`config.mk`:
```
export PLATFORM = sky130hd
export DESIGN_NAME = reg_write_ctrl
export DESIGN_NICKNAME = d
export VERILOG_FILES = /design/src/rtl/reg_write_ctrl.sv
export SDC_FILE = /design/constraint.sdc
export NUM_CORES = 1
export LEC_CHECK = 0
export ABC_AREA = 1
export CAP_MARGIN = 20
export CORE_ASPECT_RATIO = 0.75
export CORE_MARGIN = 3
export CORE_UTILIZATION = 56
export CTS_BUF_LIST = sky130_fd_sc_hd__clkbuf_4 sky130_fd_sc_hd__clkbuf_8
export CTS_CLUSTER_SIZE = 30
export DETAILED_ROUTE_END_ITERATION = 10
export GPL_ROUTABILITY_DRIVEN = 0
export MAX_ROUTING_LAYER = met4
export PLACE_DENSITY = 0.84
export SKIP_CTS_REPAIR_TIMING = 1
export SLEW_MARGIN = 10
export SYNTH_ARGS = -nofsm -noshare
export SYNTH_HDL_FRONTEND = slang
export SYNTH_SLANG_ARGS = --single-unit
```
`constraint.sdc`:
```
create_clock -name clk -period 2.5 [get_ports clk]
set_input_delay 0.375 -clock clk [delete_from_list [all_inputs] [get_ports clk]]
set_output_delay 0.375 -clock clk [all_outputs]
set_load 0.05 [all_outputs]
```
`src/rtl/reg_write_ctrl.sv`:
```
// reg_write_ctrl: queues register-write requests in a small FIFO and issues
// them one per cycle as registered write strobes to a 7-entry register file.
// Index 7 is illegal: it is handshaken, dropped, and flagged in illegal_err.
module reg_write_ctrl #(
  parameter int DATA_W = 16,
  parameter int DEPTH  = 4
) (
  input  logic                     clk,
  input  logic                     rst_n,
  input  logic                     req_valid,
  output logic                     req_ready,
  input  logic [2:0]               req_idx,
  input  logic [DATA_W-1:0]        req_data,
  input  logic                     wb_stall,
  output logic                     wr_en,
  output logic [2:0]               wr_sel,
  output logic [DATA_W-1:0]        wr_data,
  output logic                     illegal_err,
  input  logic                     err_clr,
  output logic [7:0]               wr_count,
  output logic [$clog2(DEPTH):0]   fifo_level
);

  localparam int PTR_W = $clog2(DEPTH);
  localparam int LVL_W = PTR_W + 1;
  localparam logic [LVL_W-1:0] FULL_LVL = LVL_W'(DEPTH);

  typedef struct packed {
    logic [2:0]        idx;
    logic [DATA_W-1:0] data;
  } entry_t;

  entry_t             mem_q [DEPTH];
  entry_t             mem_d [DEPTH];
  logic [PTR_W-1:0]   wr_ptr_q, wr_ptr_d;
  logic [PTR_W-1:0]   rd_ptr_q, rd_ptr_d;
  logic [LVL_W-1:0]   level_q,  level_d;
  logic               wr_en_q,  wr_en_d;
  logic [2:0]         wr_sel_q, wr_sel_d;
  logic [DATA_W-1:0]  wr_data_q, wr_data_d;
  logic [7:0]         wr_count_q, wr_count_d;
  logic               err_q,    err_d;

  logic accept, push, pop, illegal_acc;
  entry_t head;

  // Ready depends only on registered occupancy, so a pop in the same cycle
  // never reopens a full FIFO; reset forces it low.
  assign req_ready   = (level_q < FULL_LVL) && rst_n;
  assign accept      = req_valid && req_ready;
  assign illegal_acc = accept && (req_idx == 3'd7);
  assign push        = accept && (req_idx != 3'd7);
  // Pop only from entries already stored: no same-cycle pass-through.
  assign pop         = (level_q != '0) && !wb_stall;
  assign head        = mem_q[rd_ptr_q];

  // Next-state for FIFO storage, pointers, occupancy and write port.
  always_comb begin
    mem_d      = mem_q;
    wr_ptr_d   = wr_ptr_q;
    rd_ptr_d   = rd_ptr_q;
    level_d    = level_q;
    wr_en_d    = 1'b0;
    wr_sel_d   = wr_sel_q;
    wr_data_d  = wr_data_q;
    wr_count_d = wr_count_q;
    err_d      = err_q;

    if (push) begin
      mem_d[wr_ptr_q] = '{idx: req_idx, data: req_data};
      wr_ptr_d        = wr_ptr_q + PTR_W'(1);
    end
    if (pop) begin
      rd_ptr_d   = rd_ptr_q + PTR_W'(1);
      wr_en_d    = 1'b1;
      wr_sel_d   = head.idx;
      wr_data_d  = head.data;
      wr_count_d = wr_count_q + 8'd1;
    end
    case ({push, pop})
      2'b10:   level_d = level_q + LVL_W'(1);
      2'b01:   level_d = level_q - LVL_W'(1);
      default: level_d = level_q;
    endcase

    // A new illegal accept outranks a simultaneous clear.
    if (illegal_acc)  err_d = 1'b1;
    else if (err_clr) err_d = 1'b0;
  end

  // Control and output registers with synchronous reset.
  always_ff @(posedge clk) begin
    if (!rst_n) begin
      wr_ptr_q   <= '0;
      rd_ptr_q   <= '0;
      level_q    <= '0;
      wr_en_q    <= 1'b0;
      wr_sel_q   <= '0;
      wr_data_q  <= '0;
      wr_count_q <= '0;
      err_q      <= 1'b0;
    end else begin
      wr_ptr_q   <= wr_ptr_d;
      rd_ptr_q   <= rd_ptr_d;
      level_q    <= level_d;
      wr_en_q    <= wr_en_d;
      wr_sel_q   <= wr_sel_d;
      wr_data_q  <= wr_data_d;
      wr_count_q <= wr_count_d;
      err_q      <= err_d;
    end
  end

  // Entry storage needs no reset: occupancy alone decides what is valid.
  always_ff @(posedge clk) begin
    mem_q <= mem_d;
  end

  assign wr_en       = wr_en_q;
  assign wr_sel      = wr_sel_q;
  assign wr_data     = wr_data_q;
  assign wr_count    = wr_count_q;
  assign illegal_err = err_q;
  assign fifo_level  = level_q;

endmodule
```
Word-level counts from Yosys, hierarchy flattened:

Index checks and enable logic that the tools add are counted.

* logic and storage cells: 51
* register bits: 112

* bitwise operators: 2
* multiplexer cells: 10
* magnitude comparators: 4
* reduce and logical (&&, ||, !) cells: 10
* eq/ne operators: 4
* add/sub/neg operators: 5

Operator list (number)
* $bwmux W76: 1
* $mux W19: 3
* $bmux W19 S2: 1
* $demux W19 S2: 1
* $add A8 B1 Y8 const B: 1
* $ge A3 B3 Y1 const B: 2
* $logic_and A1 B1 Y1: 6
* $not A2 Y3: 2
* $pmux W3 S2: 1
* $add A2 B1 Y2 const B: 2
* $reduce_bool A2 Y1: 2
* $add A3 B1 Y3 const B: 1
* $eq A3 B3 Y1 const B: 1
* $lt A3 B1 Y1 const B: 1
* $lt A3 B3 Y1 const B: 1
* $mux W1: 3
* $ne A3 B3 Y1 const B: 1
* $reduce_bool A3 Y1: 1
* $sub A3 B1 Y3 const B: 1
* $eq A2 B1 Y1 const B: 1
* $eq A2 B2 Y1 const B: 1
* $logic_not A1 Y1: 1

Logic depth before layout (Yosys ltp):

Gate-level depths: netlist of run 1.

* word-level depth: 6
* gate-level depth with buffers: 13
* mapped depth without buffers: 13

Least setup slack after synthesis of run 1:

No wires, ideal clock.

* path kind: reg2reg
* from: register level_q[2], in the netlist fifo_level[2]
* to: register mem_q[0] in the netlist's numbering (enable)
* data arrival time: 2004 ps
* cell stages (with the launch flop): 6
* path slack: 101 ps
* path through: dfxtp_1 -> nor2_4 -> nand2_1 -> inv_2 -> nand2_2 -> nor2_1

* cells in the longest elaborated chain, start to end: 4

Ends and longest elaborated chain
* from (decl): RTL line 37 `logic [LVL_W-1:0] level_q, level_d;`
* from (signal assigned): RTL line 105 `level_q <= level_d;`
* $lt A3 B3 Y1: RTL line 49 `assign req_ready = (level_q < FULL_LVL) && rst_n;`
* $logic_and A1 B1 Y1: RTL line 49
* net req_ready: RTL line 11 `output logic req_ready,`
* $logic_and A1 B1 Y1: RTL line 50 `assign accept = req_valid && req_ready;`
* $logic_and A1 B1 Y1: RTL line 52 `assign push = accept && (req_idx != 3'd7);`
* to (signal assigned): RTL line 116 `mem_q <= mem_d;`
* to (decl): RTL line 33 `entry_t mem_q [DEPTH];`

The timed path passes the listed nets, and every way through them passes these cells.
A chain may end at the register's enable or synchronous reset.

Final worst setup path of run 1:

* from: register level_q[2], in the netlist fifo_level[2]
* to: output fifo_level[2]

RTL lines
* to (decl): RTL line 21 `output logic [$clog2(DEPTH):0] fifo_level`

No word-level cell between the ends.

==> out/qor.txt, run 1 <==
Comb pwr share -> 0.321
Clk_lat worst skew -> 380 ps
FP Rows -> 27
GRT Total Usage -> 0.217
Buf/Inv on CP -> 1
Setup crit end -> fifo_level[2]
HPWL after DPL -> 5670 µm
Final Hold Viols -> 0
WS Path Type -> reg -> out
Register bit total from synthesis -> 112
Worst Max-Slew Pin Slew -> 716 ps
Antenna-violating nets left -> 0
Sink Count -> 112
Layout Skew -> 12.3 ps
Starting Density -> 0.590
Die H -> 83.1 µm
Root Buffer -> clkbuf_8
Final #Nets -> 527
DR DRC count -> 0
Final Instance Area -> 5370 µm²
Antenna violations before repair -> 0
Die Width -> 109 µm
Clock-pin slew on the worst setup and hold paths -> 100 ps
Maximum vdd drop -> 0.000513 V
Synth-to-Final Area Change -> 20.8%
Leak Pwr -> 1.98 nW
Reg-to-Reg End -> fifo_level[2]
Pwr dens -> 916 nW/µm²
Largest net degree at the start of global routing -> 42
Global-route wire length before repair -> 14,800 µm
Detailed-route wire length -> 8970 µm
Max_slew headroom -> 0.522
Final setup TNS -> 0 ps
Area of the core -> 7530 µm²
Crit-path cells -> clkdlybuf4s50_1
Post-Synthesis Cells -> 436
Max Cap Violations -> 0
Dpl cells -> 586
Cell variety after synth -> 22
GRT overflow -> 0
IO buf count -> 56
Reg2Reg Depth -> 12
Slew Limit Fails -> 0
Reg2reg setup slack -> 660 ps
Worst endpoint required time -> 2120 ps
Fin util -> 0.712
RSZ-0062 raised after global routing -> no
Sw Share -> 0.360
Ant diodes -> 0
Worst-path maximum fanout -> 3
Cell Count, Final, Fillers Out -> 602
Overall power -> 4.92 mW
Vias per cell -> 5.24
Slowest stage cell, crit path -> clkdlybuf4s50_1
Post-synthesis sequential area ratio -> 0.676
Post-DR wirelength/cell -> 14.9 µm
Post-Synthesis Cell Area -> 4440 µm²
Startpoint Class -> flop
Critical Path Start -> fifo_level[2]
Detailed Routing Iterations Pass 1 -> 5
Run status -> finished, final reports clean
Psw -> 1.77 mW
Vias in the first global route -> 3,167
Mean Syn Cell Area -> 10.2 µm²
Final setup fails -> 0
Family with the most delay on the worst path -> buffers and inverters
CP endpoint kind -> output port
Fillers -> 556
Fmax -> 497 MHz
Max clock buf depth -> 2
CTS Buf Count -> 9
Initial DRC count -> 179
Io pins -> 57
Crit-path max cell delay -> 840 ps
Fraction of layout cells with a size suffix above 1 -> 0.0838
Int Pwr -> 3.15 mW
Worst hold-check path type -> reg -> reg
Syn_nets -> 467
Crit path depth -> 1
Clock share of power -> 0.222
Period utilization -> 0.805
Placed inst area -> 5160 µm²
Min Tclk post-route -> 2010 ps
Die area -> 9050 µm²
YS warnings -> 0
CTS tree -> built
Sequential Power Share -> 0.457
CP arrival -> 1640 ps
H-tree depth -> 3
Vias -> 3,157
Reg-to-Reg Start -> fifo_level[2]
## per-stage QoR
stage | hold slack [ps] | worst slack (ps)
after floorplan | 474 | 101
final | 497 | 488
after global placement | 445 | 214
after CTS | 501 | 469
after detailed placement | 486 | 172
after global routing | 528 | 347
## state kept, by name (all words and copies together), names as in the netlist
register     flops
wr_ptr_q         2
wr_sel           3
wr_count         8
mem_q           76
wr_en            1
rd_ptr_q         2
fifo_level       3
wr_data         16
illegal_err      1
## cell usage in the layout (no fill, tap or decap)
master	n
fa_1	1
clkdlybuf4s50_1	55
nand3_1	6
xor2_1	1
nand3b_1	1
ha_1	6
inv_2	4
inv_8	1
clkinv_4	1
bufinv_16	1
edfxtp_1	76
nand2_1	42
buf_12	2
inv_6	2
nor2_1	141
clkbuf_8	9
dfxtp_1	36
clkbuf_4	1
clkinvlp_4	1
a21oi_1	11
o21ai_0	48
nor2_4	1
buf_4	13
a21oi_2	1
nor2_2	4
nand2_2	1
o21ai_1	16
inv_1	19
## cells by family (layout without fill, tap and decap cells)
family	count (synthesis)	in the layout	share of synthesized area
flops	112	112	0.676
buf+inv	44	109	0.0437
compound gates	76	76	0.0865
fa+ha+maj	7	7	0.0214
simple gates	196	196	0.170
xor+xnor	1	1	0.00197
## Yosys cell counts
cell type | count | area [µm²]
edfxtp_1 | 76 | 2280
inv_2 | 4 | 15.0
nor2_4 | 1 | 11.3
xor2_1 | 1 | 8.76
a21oi_2 | 1 | 8.76
nand2_1 | 42 | 158
buf_4 | 1 | 7.51
buf_6 | 2 | 22.5
nand3_1 | 6 | 30.0
inv_1 | 19 | 71.3
o21ai_1 | 16 | 80.1
ha_1 | 6 | 75.1
clkbuf_1 | 8 | 30.0
buf_1 | 2 | 7.51
fa_1 | 1 | 20.0
nor2_1 | 145 | 544
dfxtp_1 | 36 | 721
o21ai_0 | 48 | 240
buf_2 | 8 | 40.0
a21oi_1 | 11 | 55.1
nand2_2 | 1 | 6.26
nand3b_1 | 1 | 7.51
## worst min path at each step
stage	startpoint	to	slack, ps	depth (start not counted)
4_1_cts	wr_count[4]	wr_count[4]	500	2
6_report	wr_count[4]	wr_count[4]	500	2
3_5_place_dp	wr_count[4]	wr_count[4]	490	2
3_3_place_gp	wr_count[4]	wr_count[4]	440	2
2_1_floorplan	req_data[0]	mem_q[0]	470	0
5_1_grt	wr_count[4]	wr_count[4]	530	2
## routing by layer
metal | part of all wire | GRT usage | up-vias | wire [µm]
met3 | 0.060 | 0.0559 | 16 | 542
met1 | 0.44 | 0.273 | 1485 | 3970
met4 | 0.015 | 0.0894 | 0 | 133
li1 | - | - | 1555 | -
met2 | 0.48 | 0.337 | 101 | 4330
met5 | 0 | - | - | 0
## power groups by stage
stage                     combinational [mW]  clock, mW  sequential, mW
after floorplan                        0.650          0            2.72
after global placement                  1.54          0            2.28
after detailed placement                1.57          0            2.29
after CTS                               1.58       1.11            2.25
after global routing                    1.72       1.19            2.27
final                                   1.58       1.09            2.25
## area by class of cell
class / count / area, µm² / share of cell area
clock inverter: 6 / 75.1 / 0.0140
timing repair buffer: 70 / 688 / 0.128
multi-input combinational: 280 / 1250 / 0.234
sequential: 112 / 3000 / 0.560
clock buffer: 10 / 131 / 0.0245
inverter: 23 / 86.3 / 0.0161
tap: 101 / 126 / 0.0236
Power figures use the tool's default switching activity.
==> inputs of run 2 (changes only) <==
Settings changed: CORE_UTILIZATION 56 to 51, PLACE_DENSITY 0.84 to 0.8.
Clock period 2.5 ns to 1.6 ns, I/O delays scaled along.
==> out/qor.txt, run 2 (synthesis results as in run 1) <==
Run status -> finished with violations (was finished, final reports clean)
Failing checks -> setup timing
Layout Skew -> 13.2 ps (was 12.3 ps)
Final #Nets -> 546 (was 527)
Io pins -> 57 (unchanged)
Die H -> 86.8 µm (was 83.1 µm)
Initial DRC count -> 259 (was 179)
Clock-pin slew on the worst setup and hold paths -> 110 ps (was 100 ps)
Slew Limit Fails -> 0 (unchanged)
Maximum vdd drop -> 0.000858 V (was 0.000513 V)
Min Tclk post-route -> 1640 ps
HPWL after DPL -> 6560 µm (was 5670 µm)
Clock share of power -> 0.210 (was 0.222)
Root Buffer -> clkbuf_8 (unchanged)
Worst endpoint required time -> 1910 ps (was 2120 ps)
Antenna violations before repair -> 0 (unchanged)
Vias -> 3,196 (was 3,157)
H-tree depth -> 3 (unchanged)
Most common cell after layout, fill and taps aside -> nor2_1 (unchanged)
Largest register by flop count -> mem_q (unchanged)
FP Rows -> 28 (was 27)
Worst Max-Slew Pin Slew -> 335 ps (was 716 ps)
Max clock buf depth -> 2 (unchanged)
Antenna-violating nets left -> 0 (unchanged)
Worst hold-check path type -> in -> reg (was reg -> reg)
Clk_lat worst skew -> 380 ps (about the same)
Psw -> 2.93 mW (was 1.77 mW)
CTS tree -> built (unchanged)
Fraction of layout cells with a size suffix above 1 -> 0.194 (was 0.0838)
Int Pwr -> 4.86 mW (was 3.15 mW)
Ant diodes -> 0 (unchanged)
Fmax -> 608 MHz
Sequential Power Share -> 0.453 (was 0.457)
IO buf count -> 56 (unchanged)
Final setup fails -> 2 (was 0)
CTS Buf Count -> 9 (unchanged)
Startpoint Class -> input pin (was flop)
Comb pwr share -> 0.337 (was 0.321)
Final Hold Viols -> 0 (unchanged)
Die Width -> 114 µm (was 109 µm)
Max Cap Violations -> 0 (unchanged)
Starting Density -> 0.544 (was 0.590)
Die area -> 9880 µm² (was 9050 µm²)
CP arrival -> 1950 ps (was 1640 ps)
Synth-to-Final Area Change -> 24.9% (was 20.8%)
Pwr dens -> 1400 nW/µm² (was 916 nW/µm²)
GRT Total Usage -> 0.212 (was 0.217)
GRT overflow -> 0 (unchanged)
Detailed-route wire length -> 9500 µm (was 8970 µm)
Max_slew headroom -> 0.776 (was 0.522)
CP endpoint kind -> flop (was output port)
Sw Share -> 0.376 (was 0.360)
Worst-path maximum fanout -> 2 (was 3)
Reg2Reg Depth -> 10 (was 12)
Period utilization -> 1.03
Vias per cell -> 5.11 (was 5.24)
Leak Pwr -> 2.16 nW (was 1.98 nW)
Largest net degree at the start of global routing -> 32 (was 42)
Fin util -> 0.679 (was 0.712)
RSZ-0062 raised after global routing -> yes (was no)
Sink Count -> 112 (unchanged)
Detailed Routing Iterations Pass 1 -> 5 (unchanged)
Area of the core -> 8160 µm² (was 7530 µm²)
Hold path depth -> 4 (was 2)
DR DRC count -> 0 (unchanged)
Final setup margin -> -43.9 ps (was 488 ps)
Most frequent cells in the layout -> nor2_1 (140), edfxtp_1 (76), buf_4 (60) (was nor2_1 (141), edfxtp_1 (76), clkdlybuf4s50_1 (55))
Hold_ws -> 308 ps (was 497 ps)
Global-route wire length before repair -> 15,600 µm (was 14,800 µm)
WS Path Type -> in -> reg (was reg -> out)
Vias in the first global route -> 3,123 (was 3,167)
Post-DR wirelength/cell -> 15.2 µm (was 14.9 µm)
Max FFs per register -> 76 (unchanged)
Dpl ws -> -517 ps (was 172 ps)
[run 2: final cells by class]
cell class / count / area [µm²]
fill: 634 / 2620
timing repair buffer: 89 / 803
clock inverter: 7 / 77.6
sequential: 112 / 3010
clock buffer: 9 / 124
multi-input combinational: 280 / 1310
inverter: 23 / 88.8
tap: 105 / 131
[run 2: final timing paths]
check                                   start             to  slack, ps
worst max-delay path               req_idx[2]  fifo_level[2]        -40
worst min-delay path                    rst_n  fifo_level[1]        310
worst max register to register  fifo_level[2]  fifo_level[2]        -40
worst min register to register    wr_count[4]    wr_count[4]        470
[run 2: power by group through the flow]
stage / combinational, mW / clock (mW) / sequential (mW)
after floorplan: 1.05 / 0 / 4.27
after global placement: 2.53 / 0 / 3.57
after detailed placement: 2.60 / 0 / 3.59
after CTS: 2.61 / 1.68 / 3.52
after global routing: 2.86 / 1.80 / 3.56
final: 2.63 / 1.64 / 3.53
[run 2: per-layer routing]
metal  track usage  wire (µm)
met3        0.0558        583
met4        0.0404         17
met5             -          0
met1         0.276       4310
met2         0.342       4590
[run 2: metrics by stage]
step,setup TNS [ps],std cells,power [mW],area [µm²]
floorplan,-7080,436,5.32,4500
global placement,-20760,609,6.10,5330
detailed placement,-22760,609,6.19,5330
CTS,-220,625,7.82,5530
global route,-207,625,8.22,5550
finish,-45.3,625,7.79,5550
[run 2: critical path, cell delays in order]
cell	delay, ps
clkdlybuf4s50_1	480
nand3_1	160
nand2_4	120
ha_4	140
inv_4	40
fa_2	330
a21oi_1	140
o21ai_1	90
nand2_1	70
nand2_1	50
nor2_1	90
==> inputs of run 3 (changes only) <==
Settings changed: CTS_BUF_LIST sky130_fd_sc_hd__clkbuf_4 sky130_fd_sc_hd__clkbuf_8 to sky130_fd_sc_hd__clkbuf_4, SETUP_SLACK_MARGIN set to 0.2, SKIP_CTS_REPAIR_TIMING 1 to unset.
==> out/qor.txt, run 3 (synthesis results as in run 1) <==
RSZ-0062 raised after global routing -> yes (unchanged)
H-tree depth -> 3 (unchanged)
Detailed Routing Iterations Pass 1 -> 5 (unchanged)
Origin of the worst min-delay path -> err_clr (was rst_n)
Failing checks -> setup timing (unchanged)
Fin util -> 0.676 (was 0.679)
Leak Pwr -> 2.12 nW (was 2.16 nW)
Initial DRC count -> 247 (was 259)
DR DRC count -> 0 (unchanged)
Period utilization -> 1.03 (about the same)
Die H -> 86.8 µm (unchanged)
Vias -> 3,200 (was 3,196)
Clock-pin slew on the worst setup and hold paths -> 170 ps (was 110 ps)
Run status -> finished with violations (unchanged)
Most common cell after layout, fill and taps aside -> nor2_1 (unchanged)
Starting Density -> 0.544 (unchanged)
Reg-to-Reg End -> mem_q[4] (was fifo_level[2])
Final setup margin -> -55.8 ps (was -43.9 ps)
Root Buffer -> clkbuf_4 (was clkbuf_8)
Reg-to-Reg Start -> fifo_level[2] (unchanged)
WS Path Type -> reg -> reg (was in -> reg)
Die Width -> 114 µm (unchanged)
Antenna-violating nets left -> 0 (unchanged)
Vias in the first global route -> 2,948 (was 3,123)
Final setup TNS -> -659 ps (was -45.3 ps)
Final Hold Viols -> 0 (unchanged)
GRT Total Usage -> 0.202 (was 0.212)
Detailed-route wire length -> 9430 µm (was 9500 µm)
Max FFs per register -> 76 (unchanged)
Worst-path maximum fanout -> 5 (was 2)
CP endpoint kind -> flop (unchanged)
Die area -> 9880 µm² (unchanged)
Layout Skew -> 15.7 ps (was 13.2 ps)
Final setup fails -> 15 (was 2)
Fmax -> 604 MHz (was 608 MHz)
Synth-to-Final Area Change -> 24.2% (was 24.9%)
Sink Count -> 112 (unchanged)
Max clock buf depth -> 2 (unchanged)
Startpoint Class -> flop (was input pin)
Pwr dens -> 1360 nW/µm² (was 1400 nW/µm²)
Global-route wire length before repair -> 14,800 µm (was 15,600 µm)
Clk_lat worst skew -> 470 ps (was 380 ps)
GRT overflow -> 0 (unchanged)
Reg2reg setup slack -> -60 ps (was -40 ps)
CTS tree -> built (unchanged)
CP arrival -> 1870 ps (was 1950 ps)
CTS Buf Count -> 9 (unchanged)
FP Rows -> 28 (unchanged)
Slew Limit Fails -> 0 (unchanged)
Hold endpoint -> illegal_err (was fifo_level[1])
Min Tclk post-route -> 1660 ps (was 1640 ps)
Maximum vdd drop -> 0.000907 V (was 0.000858 V)
Vias per cell -> 5.15 (was 5.11)
Worst Max-Slew Pin Slew -> 316 ps (was 335 ps)
Hold path depth -> 4 (unchanged)
Final #Nets -> 542 (was 546)
Max_slew headroom -> 0.790 (was 0.776)
Ant diodes -> 0 (unchanged)
Largest register by flop count -> mem_q (unchanged)
Area of the core -> 8160 µm² (unchanged)
Fillers -> 605 (was 634)
Worst endpoint required time -> 1810 ps (was 1910 ps)
Post-DR wirelength/cell -> 15.2 µm (about the same)
HPWL after DPL -> 6150 µm (was 6560 µm)
Max Cap Violations -> 0 (unchanged)
Antenna violations before repair -> 0 (unchanged)
Worst hold-check path type -> in -> reg (unchanged)
Fraction of layout cells with a size suffix above 1 -> 0.202 (was 0.194)
Dpl ws -> -493 ps (was -517 ps)
Largest net degree at the start of global routing -> 32 (unchanged)
Most frequent cells in the layout -> nor2_1 (140), edfxtp_1 (76), buf_4 (47) (was nor2_1 (140), edfxtp_1 (76), buf_4 (60))
Reg2Reg Depth -> 8 (was 10)
Io pins -> 57 (unchanged)
IO buf count -> 56 (unchanged)
run 3: cell count changes in the layout (fill, tap and decap cells not counted), moves of 3 or more:
cell      delta
buf_4       -13
buf_6        +5
buf_8        +3
clkbuf_4     +9
clkbuf_8     -9
dfxtp_1      -6
dfxtp_2      +5
run 3: final cells by class:
cell class | instances | area (µm²) | area share
clock buffer | 9 | 67.6 | 0.0122
clock inverter | 7 | 66.3 | 0.0120
inverter | 23 | 86.3 | 0.0156
multi-input combinational | 280 | 1310 | 0.238
sequential | 112 | 3020 | 0.548
tap | 105 | 131 | 0.0238
timing repair buffer | 85 | 830 | 0.150
run 3: timing repair:
item | 4_1_cts | 5_1_grt
setup buffers | 1 | 2
endpoints found under the setup margin | 83 | 86
hold buffers | 0 | 0
cloned | 0 | 2
pin swaps | 4 | 1
gates resized for setup | 8 | 12
run 3: worst max path at each step:
stage	end	depth (start not counted)	slack (ps)	start
after CTS	fifo_level[2]	10	-40	fifo_level[2]
after floorplan	fifo_level[1]	10	-270	fifo_level[2]
after global placement	fifo_level[2]	13	-420	rst_n
after global routing	mem_q[16]	8	-110	fifo_level[2]
final	mem_q[4]	8	-60	fifo_level[2]
after detailed placement	fifo_level[2]	14	-490	rst_n
run 3: power by group:
group | total [mW] | internal, mW | switching (mW)
registers | 3.56 | 3.39 | 0.172
logic | 2.65 | 0.906 | 1.74
clock network | 1.31 | 0.355 | 0.952
run 3: critical path: stages, from the launching register on:
cell and delay, ps:
dfxtp_4 400, nor2_4 90, nand2_2 70, inv_2 80, nand2_4 60, buf_4 140
buf_8 130, nor2_4 220, clkbuf_16 210
run 3: layer usage:
| layer | up-vias | track usage | part of all wire |
|---|---|---|---|
| li1 | 1592 | - | - |
| met1 | 1486 | 0.262 | 0.43 |
| met2 | 111 | 0.319 | 0.49 |
| met3 | 11 | 0.0468 | 0.074 |
| met4 | 0 | 0.0633 | 0.012 |
| met5 | - | - | 0 |
run 3: stage by stage:
stage	hold slack (ps)	total power, mW	std cells	instance area (µm²)
after CTS	351	7.50	617	5430
after floorplan	339	5.32	436	4510
after detailed placement	456	6.17	600	5260
after global placement	445	6.06	600	5260
final	375	7.51	621	5520
after global routing	356	7.92	621	5520
